## src/rtl/tick_prescaler.sv

```systemverilog
// tick_prescaler: programmable falling-edge tick generator with periodic/one-shot, pause and restart.
module tick_prescaler #(
  parameter int BITS = 29
) (
  input  logic            NEclk,
  input  logic            Nreset,
  input  logic            start,
  input  logic            stop,
  input  logic            pause,
  input  logic            oneshot,
  input  logic [BITS-1:0] period,
  output logic            tick,
  output logic            busy,
  output logic            done,
  output logic [BITS-1:0] phase
);
  typedef enum logic [1:0] {IDLE, RUN, PAUSE} state_t;
  state_t state;
  logic [BITS-1:0] per;
  logic shot;
  logic wrap;
  assign wrap = phase == per - BITS'(1);
  always_ff @(negedge NEclk) begin
    if (!Nreset) begin
      state <= IDLE;
      phase <= '0;
      tick  <= 1'b0;
      done  <= 1'b0;
      busy  <= 1'b0;
      per   <= '0;
      shot  <= 1'b0;
    end else if (stop) begin
      state <= IDLE;
      phase <= '0;
      tick  <= 1'b0;
      done  <= 1'b0;
      busy  <= 1'b0;
    end else if (start) begin
      state <= RUN;
      phase <= '0;
      tick  <= 1'b0;
      done  <= 1'b0;
      busy  <= 1'b1;
      per   <= period == '0 ? BITS'(1) : period;
      shot  <= oneshot;
    end else if (state == IDLE) begin
      phase <= '0;
      tick  <= 1'b0;
      done  <= 1'b0;
      busy  <= 1'b0;
    end else if (pause) begin
      state <= PAUSE;
      tick  <= 1'b0;
      done  <= 1'b0;
    end else begin
      // a PAUSE edge with pause low counts exactly like a RUN edge
      phase <= wrap ? '0 : phase + BITS'(1);
      tick  <= wrap;
      done  <= wrap && shot;
      busy  <= !(wrap && shot);
      state <= wrap && shot ? IDLE : RUN;
    end
  end
endmodule

```

## config.mk

```make
export PLATFORM = sky130hd
export DESIGN_NAME = tick_prescaler
export DESIGN_NICKNAME = d
export VERILOG_FILES = /design/src/rtl/tick_prescaler.sv
export SDC_FILE = /design/constraint.sdc
export NUM_CORES = 1
export LEC_CHECK = 0
export BUFFER_PORTS_ARGS = -buffer_cell sky130_fd_sc_hd__buf_4
export CORE_UTILIZATION = 35
export DETAILED_ROUTE_END_ITERATION = 12
export HOLD_SLACK_MARGIN = 0.1
export PLACE_DENSITY = 0.62
export SYNTH_ARGS = -nofsm -noshare
export SYNTH_HDL_FRONTEND = slang
export SYNTH_SLANG_ARGS = --single-unit
```

## constraint.sdc

```tcl
create_clock -name NEclk -period 3.7 [get_ports NEclk]
set_clock_uncertainty 0.1 [all_clocks]
set_input_delay 0.37 -clock NEclk [delete_from_list [all_inputs] [get_ports NEclk]]
set_output_delay 0.37 -clock NEclk [all_outputs]
set_load 0.05 [all_outputs]
```

==> impl_metrics.py <==
metrics = {
    "synth": {
        "async_reset_ff_frac": 0,
        "synth_area_per_cell_sq_um": 8.11,
        "yosys_most_used_dff": "dfxtp_1",
        "ys_warn_count": 0,
        "yosysMostFrequentCell": "nand2_1",
        "yosysTopAreaCell": "dfxtp_1",
        "ys_seq_elements": 64,
        "synth_cell_types": 60,
        "syn-instance-count": 478,
        "synth_common_cells": "nand2_1, dfxtp_1, nor2_1",
        "synth_fp_nets": 515,
        "synth_top_cell_area_share": 0.330,
        "netlist_top_cells_area": "dfxtp_1, xnor2_1, nand2_1",
        "synth_edf_count": 0,
        "synth_seq_area_share": 0.330,
        "synth_area_sq_um": 3880,
    },
    "route": {
        "drt_iter0_markers": 283,
        "drtAntennaViolNets": 0,
        "viasPerCell": 5.00,
        "wl_per_cell_microns": 13.5,
        "via_count": 3828,
        "drc": 1,
        "routed_wirelength_microns": 10400,
        "drt_first_pass_iters": 8,
    },
    "critical_path": {
        "crit_required_ps": 5720,
        "criticalPathCategory": "reg -> reg",
        "crit_path_cell_trace": "nor3_2 > nand3_2 > or4_1 > or4_1 > a211o_1 > or3b_4 > o31ai_4 > buf_12 > nor2_1",
        "worst_path_most_repeated_cell": "or4_1",
        "worst_ep_arrival_time_ps": 5560,
        "critPathCaptureType": "flip-flop",
        "cp_top_family": "simple AND/OR/NAND/NOR gates",
        "cpPeakStageDelay_ps": 550,
        "worst-path-buf-inv": 1,
        "crit_path_start_kind": "flip-flop",
        "crit_fanout": 28,
        "critPathSlowestCell": "or4_1",
    },
    "global_routing": {
        "antenna_found_initial": 0,
        "use_met3": 0.0521,
        "grtUsageTotal": 0.191,
        "top_usage_layer": "met2",
        "grt_start_max_net_pins": 32,
        "first_global_vias": 3788,
        "grt_pass1_wl_microns": 17300,
        "gr-usage-met1": 0.237,
        "grt_overflow_total": 0,
        "met2_usage": 0.295,
    },
    "cts": {
        "postCtsSetupBuffers": 0,
        "cts_resized": 0,
        "cts.clk_slew.worst_paths_ps": 30,
        "clock_path_buffers": 2,
        "cts_buffers": 9,
        "ctsHoldBuffers": 0,
        "cts.sinks": 64,
        "ctsHtreeMaxLevel": 3,
        "cts_tree": "built",
        "clk_latency_ps": 400,
        "cts_root_buffer": "clkbuf_8",
    },
    "worst_hold_path": {
        "min_path_type": "reg -> reg",
    },
    "pwr": {
        "seq_power_share": 0.363,
        "p_switching_uw": 634,
        "swShare": 0.315,
        "ir_drop_v": 0.000210,
        "power.density_nw_per_um2": 397,
        "internal_power_uw": 1380,
        "power_frac_comb": 0.149,
        "leakage_uw": 0.00215,
        "pwr-share-clk": 0.488,
    },
    "sta": {
        "rsz0062_at_grt": "false",
        "max_freq_mhz": 282,
        "slew_headroom": 0.550,
        "timing.final.max_slew_violations": 0,
        "worstMarginPinSlew_ps": 668,
        "post-route-period-util": 0.958,
        "hold_viol": 0,
        "post-route-min-period_ps": 3550,
        "setup_viol": 0,
        "fin_ws_ps": 154,
    },
    "finish": {
        "syn2layout_area_growth_pct": 30.9,
        "antenna-diode-count": 0,
        "final_area_sq_um": 5080,
        "fillers": 1084,
        "fin_cells": 766,
        "final_nets": 659,
        "drive_above_1_share": 0.230,
    },
    "floorplanning": {
        "dieArea_sq_um": 11500,
        "num_rows": 38,
        "fp.dieH_microns": 107,
        "die_x_microns": 107,
        "io_pins": 67,
        "coreArea_sq_um": 10800,
        "start_util": 0.359,
    },
    "place": {
        "hpwlAfterDp_microns": 7760,
        "gp_congestion": 0.876,
        "place_area_sq_um": 4610,
        "place_ws_ps": -60.3,
        "dp.cells": 688,
        "io_buffers": 66,
    },
    "flow_run": {
        "cap_viol_max_count": 0,
    },
    "status": {
        "status": "finished with violations",
        "violations": "DRC",
    },
}
metrics by stage:
stage	utilization	TNS, ps	hold slack [ps]	total power (uW)
finish	0.470	0	377	2020
global route	0.470	0	417	2170
CTS	0.470	0	385	2050
detailed placement	0.427	-197	381	1140
global placement	0.427	-104	384	1140
floorplan	-	0	350	1050
sequential cells by signal (all words and copies together) (netlist names):
name / flops
per: 29
phase: 29
state: 2
busy: 1
done: 1
shot: 1
tick: 1
cell type report:
type	instances	area, sq um	area share
timing repair buffer	92	703	0.138
inverter	8	30.0	0.00591
multi-input combinational	383	2420	0.476
clock buffer	9	124	0.0244
tap	140	175	0.0345
clock inverter	70	345	0.0680
sequential	64	1280	0.252
layout by cell type (no fill, tap or decap), types with 3 or more instances in the layout:
cell type  instances
o21ai_0            8
nand3b_1           3
and2_1             4
and3_1             5
xor2_1            27
buf_4             91
o31ai_1            3
nor2_2            21
bufinv_16          3
nor4b_1            3
nand4_1           12
nand4b_1           3
a21oi_1            3
nor2_1            44
nand2_1           80
xnor2_1           38
a31oi_1            5
a21boi_0          29
dfxtp_1           64
nand3_1           15
or3_1              3
inv_1             73
clkbuf_8           9
nor4_1            16
nor3_1             8
or4_1              9
nor2b_1            4
tightest hold or removal path, delay by kind of cell (launching register included):
family / cells / cell delay [ps]
AOI/OAI and AO/OA: 1 / 60
DFF: 1 / 310
and+or+nand+nor: 1 / 50
worst paths after layout:
check / start / endpoint / slack (ps) / cells after the start
setup / recovery: per[3]$_SDFFE_NN0P_ / phase[2]$_SDFFE_NP0N_ / 150 / 9
hold / removal: per[28]$_SDFFE_NN0P_ / per[28]$_SDFFE_NN0P_ / 380 / 2
setup reg to reg: per[3]$_SDFFE_NN0P_ / phase[2]$_SDFFE_NP0N_ / 150 / 9
hold reg to reg: per[28]$_SDFFE_NN0P_ / per[28]$_SDFFE_NN0P_ / 380 / 2
cell families (layout without fill, tap and decap cells):
family	Yosys count	in the layout	share of synthesized area
AND/OR/NAND/NOR	252	252	0.345
XOR/XNOR	65	65	0.147
flip-flops	64	64	0.330
AO/OA/AOI/OAI	62	62	0.119
buffers and inverters	31	179	0.0465
adder cells (fa/ha/maj)	2	2	0.00645
multiplexers	2	2	0.00549
power by group through the flow:
stage,clock network (uW),registers [uW],logic (uW)
final,983,732,300
after global routing,1100,733,334
after CTS,1020,732,298
after detailed placement,107,742,297
after global placement,107,740,290
after floorplan,107,737,202
layer usage:
layer,share of wire,vias up
met3,0.040,18
met5,0,-
met2,0.47,80
met1,0.47,1781
li1,-,1949
met4,0.017,0
Power figures use the tool's default switching activity.
